### src/rtl/nn_weight_fetch.sv
// nn_weight_fetch: per-lane weight-bank read engine.
// Turns the sequencer's per-lane rd_en bursts into sequential bank reads,
// follows the fixed bank latency with a tag pipeline, and returns the words
// to each MAC lane with aligned w_valid / w_first.
//
// Flow control: there is no backpressure anywhere. rd_en[l] is a level; every
// edge it is sampled high while the lane runs issues exactly one read, and
// every issued read comes back as exactly one w_valid cycle MEM_LAT+1 edges
// after the rd_en sample, unless feed_through drops it first. The MAC lane
// must accept w_data on every cycle w_valid is high.
module nn_weight_fetch #(
  parameter int LANES   = 4,
  parameter int ADDR_W  = 10,
  parameter int DATA_W  = 16,
  parameter int MEM_LAT = 2
) (
  input  logic                    clk,
  input  logic                    rst_n,
  input  logic [LANES-1:0]        rd_en,
  input  logic [ADDR_W-1:0]       base_addr,
  input  logic [ADDR_W-1:0]       start_offset,
  input  logic [ADDR_W-1:0]       stride,
  input  logic [2:0]              layer_no,
  input  logic                    feed_through,
  output logic [LANES-1:0]        mem_rd,
  output logic [LANES*ADDR_W-1:0] mem_addr,
  input  logic [LANES*DATA_W-1:0] mem_rdata,
  output logic [LANES*DATA_W-1:0] w_data,
  output logic [LANES-1:0]        w_valid,
  output logic [LANES-1:0]        w_first,
  output logic [LANES*11-1:0]     fetch_cnt,
  output logic                    busy,
  output logic [2:0]              cur_layer,
  output logic [LANES-1:0]        lane_run   // debug: lane FSM state, 1 = RUN
);

  typedef enum logic {ST_IDLE = 1'b0, ST_RUN = 1'b1} lane_state_t;

  localparam logic [10:0] CNT_MAX = 11'd2047;

  logic [LANES-1:0] start_vec;
  logic [LANES-1:0] lane_busy;

  for (genvar l = 0; l < LANES; l++) begin : g_lane
    lane_state_t        state;
    logic               rd_en_q;
    logic               rd_r;
    logic               first_r;
    logic               wv_r;
    logic               wf_r;
    logic [ADDR_W-1:0]  base_r;
    logic [ADDR_W-1:0]  k_r;
    logic [ADDR_W-1:0]  addr_r;
    logic [ADDR_W-1:0]  base_new;
    logic [DATA_W-1:0]  wd_r;
    logic [10:0]        cnt_r;
    logic [MEM_LAT-1:0] tag_v;
    logic [MEM_LAT-1:0] tag_f;

    // Lane base address; wraps naturally at ADDR_W bits.
    assign base_new     = base_addr + start_offset + ADDR_W'(l) * stride;
    // A burst starts on an rd_en rising edge seen while idle; flush wins.
    assign start_vec[l] = !feed_through && (state == ST_IDLE) && rd_en[l] && !rd_en_q;

    // Lane FSM, address generation, tag pipeline and data return.
    // The tag pipeline is fed from the registered mem_rd, so a tag leaves
    // it in the same cycle the bank drives the matching mem_rdata.
    always_ff @(posedge clk or negedge rst_n) begin
      if (!rst_n) begin
        state   <= ST_IDLE;
        rd_en_q <= 1'b0;
        rd_r    <= 1'b0;
        first_r <= 1'b0;
        base_r  <= '0;
        k_r     <= '0;
        addr_r  <= '0;
        cnt_r   <= '0;
        tag_v   <= '0;
        tag_f   <= '0;
        wv_r    <= 1'b0;
        wf_r    <= 1'b0;
        wd_r    <= '0;
      end else begin
        rd_en_q <= rd_en[l];
        if (feed_through) begin
          state   <= ST_IDLE;
          rd_r    <= 1'b0;
          first_r <= 1'b0;
          tag_v   <= '0;
          tag_f   <= '0;
          wv_r    <= 1'b0;
          wf_r    <= 1'b0;
        end else begin
          tag_v[0] <= rd_r;
          tag_f[0] <= first_r;
          for (int i = 1; i < MEM_LAT; i++) begin
            tag_v[i] <= tag_v[i-1];
            tag_f[i] <= tag_f[i-1];
          end
          wv_r <= tag_v[MEM_LAT-1];
          wf_r <= tag_f[MEM_LAT-1];
          if (tag_v[MEM_LAT-1]) begin
            wd_r <= mem_rdata[l*DATA_W +: DATA_W];
          end

          if (start_vec[l]) begin
            // First read of the burst goes out on the start edge itself.
            state   <= ST_RUN;
            base_r  <= base_new;
            addr_r  <= base_new;
            k_r     <= {{(ADDR_W-1){1'b0}}, 1'b1};
            cnt_r   <= 11'd1;
            rd_r    <= 1'b1;
            first_r <= 1'b1;
          end else if ((state == ST_RUN) && rd_en[l]) begin
            addr_r  <= base_r + k_r;
            k_r     <= k_r + 1'b1;
            rd_r    <= 1'b1;
            first_r <= 1'b0;
            if (cnt_r != CNT_MAX) begin
              cnt_r <= cnt_r + 11'd1;
            end
          end else begin
            state   <= ST_IDLE;
            rd_r    <= 1'b0;
            first_r <= 1'b0;
          end
        end
      end
    end

    assign mem_rd[l]                       = rd_r;
    assign mem_addr[l*ADDR_W +: ADDR_W]    = addr_r;
    assign w_data[l*DATA_W +: DATA_W]      = wd_r;
    assign w_valid[l]                      = wv_r;
    assign w_first[l]                      = wf_r;
    assign fetch_cnt[l*11 +: 11]           = cnt_r;
    assign lane_run[l]                     = (state == ST_RUN);
    assign lane_busy[l]                    = (state == ST_RUN) | rd_r | (|tag_v) | wv_r;
  end

  assign busy = |lane_busy;

  // Remember which layer the most recent burst belongs to.
  always_ff @(posedge clk or negedge rst_n) begin
    if (!rst_n) begin
      cur_layer <= 3'd0;
    end else if (|start_vec) begin
      cur_layer <= layer_no;
    end
  end

endmodule

### config.mk
export PLATFORM = sky130hd
export DESIGN_NAME = nn_weight_fetch
export DESIGN_NICKNAME = d
export VERILOG_FILES = /design/src/rtl/nn_weight_fetch.sv
export SDC_FILE = /design/constraint.sdc
export NUM_CORES = 1
export LEC_CHECK = 0
export CAP_MARGIN = 15
export CELL_PAD_IN_SITES_DETAIL_PLACEMENT = 1
export CELL_PAD_IN_SITES_GLOBAL_PLACEMENT = 2
export CORE_ASPECT_RATIO = 0.7
export CORE_MARGIN = 8
export CORE_UTILIZATION = 30
export CTS_CLUSTER_DIAMETER = 120
export DETAILED_ROUTE_END_ITERATION = 8
export MAX_ROUTING_LAYER = met4
export PLACE_DENSITY = 0.87
export SLEW_MARGIN = 30
export SYNTH_ARGS = -nofsm -noshare
export SYNTH_HDL_FRONTEND = slang
export SYNTH_SLANG_ARGS = --single-unit
export TNS_END_PERCENT = 1
### constraint.sdc
create_clock -name clk -period 2.2 [get_ports clk]
set_input_delay 0.44 -clock clk [delete_from_list [all_inputs] [get_ports clk]]
set_output_delay 0.44 -clock clk [all_outputs]
set_load 0.01 [all_outputs]
==> metrics <==
Inserted Clock Buffers=31; Synth Cell Area=around 14000 um^2; clk sinks=271; syn_nets=1553; clock latency on the worst-skew pair=approximately 590 ps; via count=~12000; cell taking the most area after synthesis=dfrtp_1; slowest stage cell on the critical path=fa_1; met1 wire length=23900 um; Core Footprint=46200 um^2; largest net degree at the start of global routing=59; Period minus WS final=approximately 3300 ps; failing checks=setup timing; Remaining DRCs=0; FF+latch count, synth=approximately 270; share of layout cells above drive strength 1=between 20 and 25%; most common cell after layout, fill and taps aside=dfrtp_1; top_reg_cell synth=dfrtp_1; Total GRT Usage=about a fifth; Power Density=around 920 nW/um^2; Root Driver=clkbuf_16; final setup fails=between 40 and 50; count of final hold-check violations=0; crit path kind=in2reg; Setup TNS=-24720 ps; vias in the first global route=roughly 13000; register area share after synthesis=between 40% and 50%; max cap viols=0; RD Place Congestion=slightly below 0.9; max-slew violations=0; crit path DAT=roughly 3800 ps; Mapped Cells=about 1400; Reg clk slew, reported paths=70 ps; global-route wire length before repair=80200 um; Slew HR=around 65%; dpl ws=-2140 ps; post-DR vias/cell=4.95; syn_area_per_cell=between 10 and 15 um^2; grt ovf=0; run status=finished, violations left; leading post-synthesis cells by cell area=dfrtp_1 49%, ha_1 7.0%, mux2_2 5.2%; commonest non-fill, non-tap cells in the layout=270 x dfrtp_1, 252 x clkdlybuf4s50_1, 205 x buf_4, 159 x nand2_1, 99 x nor2_1; Starting Density=between 30% and 40%; Max H-tree Level=1; Rows=66; ant diodes=0; met3 routed wirelength=roughly 3300 um; Worst-Margin Slew=between 500 and 600 ps; met2 wire len=24300 um; Most common cell on crit path=buf_4; crit path launch type=primary input; fmax=around 300 MHz; Setup WS post-layout=-1130 ps; Die X=roughly 270 um; Layout fillers=around 5100; Synth async-reset ratio=between 90% and 100%; initial antenna violation count=0; DR iter-0 viols=about 670; Ports=roughly 270; leakage power=roughly 9.5 nW; CTS tree=done; unrepaired setup endpoints after global routing=true; slowest stage delay, CP=around 500 ps; Yosys cell types=between 60 and 70; count of input and output buffers=around 270; Cell Chain, Critical Path=buf_6 > ha_4 > buf_4 > buf_4 > a211oi_4 > o21bai_1 > buf_4 > a21oi_4 > buf_6 > xnor2_2 > fa_1 > ha_4 > buf_4 > o21ai_0 > nand2b_1 > a31oi_1 > xor2_1 > a221oi_2; CP max FO=3; average wire per standard cell=roughly 21 um; Hold Crit Class=in2reg; critical path endpoint category=register; Req. time, crit path=2650 ps; die height=~200 um; First-pass DRT Iterations=5; Die ar.=approximately 54000 um^2; Tcrit/Tclk final=151%; Routed Antenna Nets=0; NumNets Final=roughly 2000; Post-Route WL=about 53000 um; Top Layer Used=met4; Synth-to-Final Area Change=48.0%; VDD IR max=611 uV; dpl hpwl=between 40000 and 50000 um; clk buf depth=3; Ys Warns=0; Worst Skew=9.53 ps; post-synth top area share=between 40% and 50%; EDFF count, synth=0
[worst paths after layout]
| path | to | depth (start not counted) | slack [ps] | from |
|---|---|---|---|---|
| hold reg to reg | g_lane[1].tag_f[0]$_DFF_PN0_ | 1 | 460 | g_lane[1].first_r$_DFF_PN0_ |
| setup reg to reg | g_lane[2].addr_r[9]$_DFFE_PN0P_ | 8 | -270 | g_lane[2].base_r[1]$_DFFE_PN0P_ |
| hold / removal | g_lane[1].rd_en_q$_DFF_PN0_ | 1 | 320 | rd_en[1] |
| min in group asynchronous | g_lane[3].wd_r[10]$_DFFE_PN0P_ | 2 | 430 | rst_n |
| setup / recovery | g_lane[3].addr_r[8]$_DFFE_PN0P_ | 18 | -1130 | start_offset[0] |
| max in group asynchronous | g_lane[2].wd_r[2]$_DFFE_PN0P_ | 3 | 1070 | rst_n |
[what timing repair did]
item,in CTS,in global routing
setup buffers,8,3
pin swaps,53,39
resized for setup,99,49
endpoints found under the setup margin,57,62
hold buffers,1,0
endpoints found under the hold margin,46,0
[synthesized netlist by cell type (all sizes together), types with 5 or more instances]
cell type / instances
nand3: 37
nand2b: 8
xnor2: 49
nand4: 20
o21bai: 6
nand2: 162
fa: 16
or3: 18
a31oi: 12
a21o: 25
o21a: 5
nor2: 100
o21ai: 79
a211oi: 9
a21oi: 65
nor4: 10
o211ai: 10
clkbuf: 30
buf: 30
ha: 78
xor2: 53
dfrtp: 271
a21boi: 6
inv: 60
nor3: 24
nor2b: 35
and3: 15
mux2: 67
[critical path: cells and delay by family]
family	cells	cell delay, ps
AOI/OAI and AO/OA	6	1140
adders and majority gates	3	870
buffers and inverters	6	800
xor gates and xnor gates	2	410
and+or+nand+nor	1	120
[power breakdown]
part	switching, W	internal, W	total, W	leakage, nW
Clock	0.00220	0.00297	0.00517	0.483
Sequential	0.000736	0.00592	0.00665	3.50
Combinational	0.00338	0.00375	0.00712	5.48
Total	0.00632	0.0126	0.0190	9.46
[metrics by stage]
stage	utilization (%)	hold slack [ps]	total power, W	instances	cell area [um^2]
5_1_grt	44.7	295	0.0200	2453	20700
2_1_floorplan	-	144	0.00962	1355	14000
6_report	44.7	319	0.0190	2453	20700
4_1_cts	44.0	294	0.0188	2450	20400
3_5_place_dp	40.9	434	0.0132	2388	18900
3_3_place_gp	40.9	424	0.0129	2388	18900
[flip-flops by register name (all words and copies together) (netlist names)]
| signal | cells |
|---|---|
| g_lane.rd_en_q | 4 |
| g_lane.base_r | 40 |
| g_lane.wv_r | 4 |
| cur_layer | 3 |
| g_lane.rd_r | 4 |
| g_lane.wf_r | 4 |
| g_lane.wd_r | 64 |
| g_lane.first_r | 4 |
| g_lane.tag_v | 8 |
| g_lane.state | 4 |
| g_lane.k_r | 40 |
| g_lane.tag_f | 8 |
| g_lane.cnt_r | 44 |
| g_lane.addr_r | 40 |
[area by class of cell]
type	count	area [um^2]	area share [%]
Clock buffer	45	908	4.39
Clock inverter	8	91.3	0.442
Sequential cell	271	6780	32.8
Timing Repair Buffer	493	4520	21.8
Tap cell	612	766	3.70
Multi-Input combinational cell	964	7390	35.7
Inverter	60	228	1.10
[per-layer routing]
metal	vias to the layer above	track usage, %
li1	5585	-
met1	6181	25.1
met2	318	30.4
met3	70	4.43
met4	0	4.17
met5	-	-
[cells by family after synthesis]
logic type,share of synthesized area (%)
AO/OA/AOI/OAI,11.1
XOR/XNOR,6.45
adder cells (fa/ha/maj),9.28
buffers and inverters,3.81
flip-flops,48.5
multiplexers,5.54
AND/OR/NAND/NOR,15.3
No activity file was read; power rests on OpenSTA's default activity.
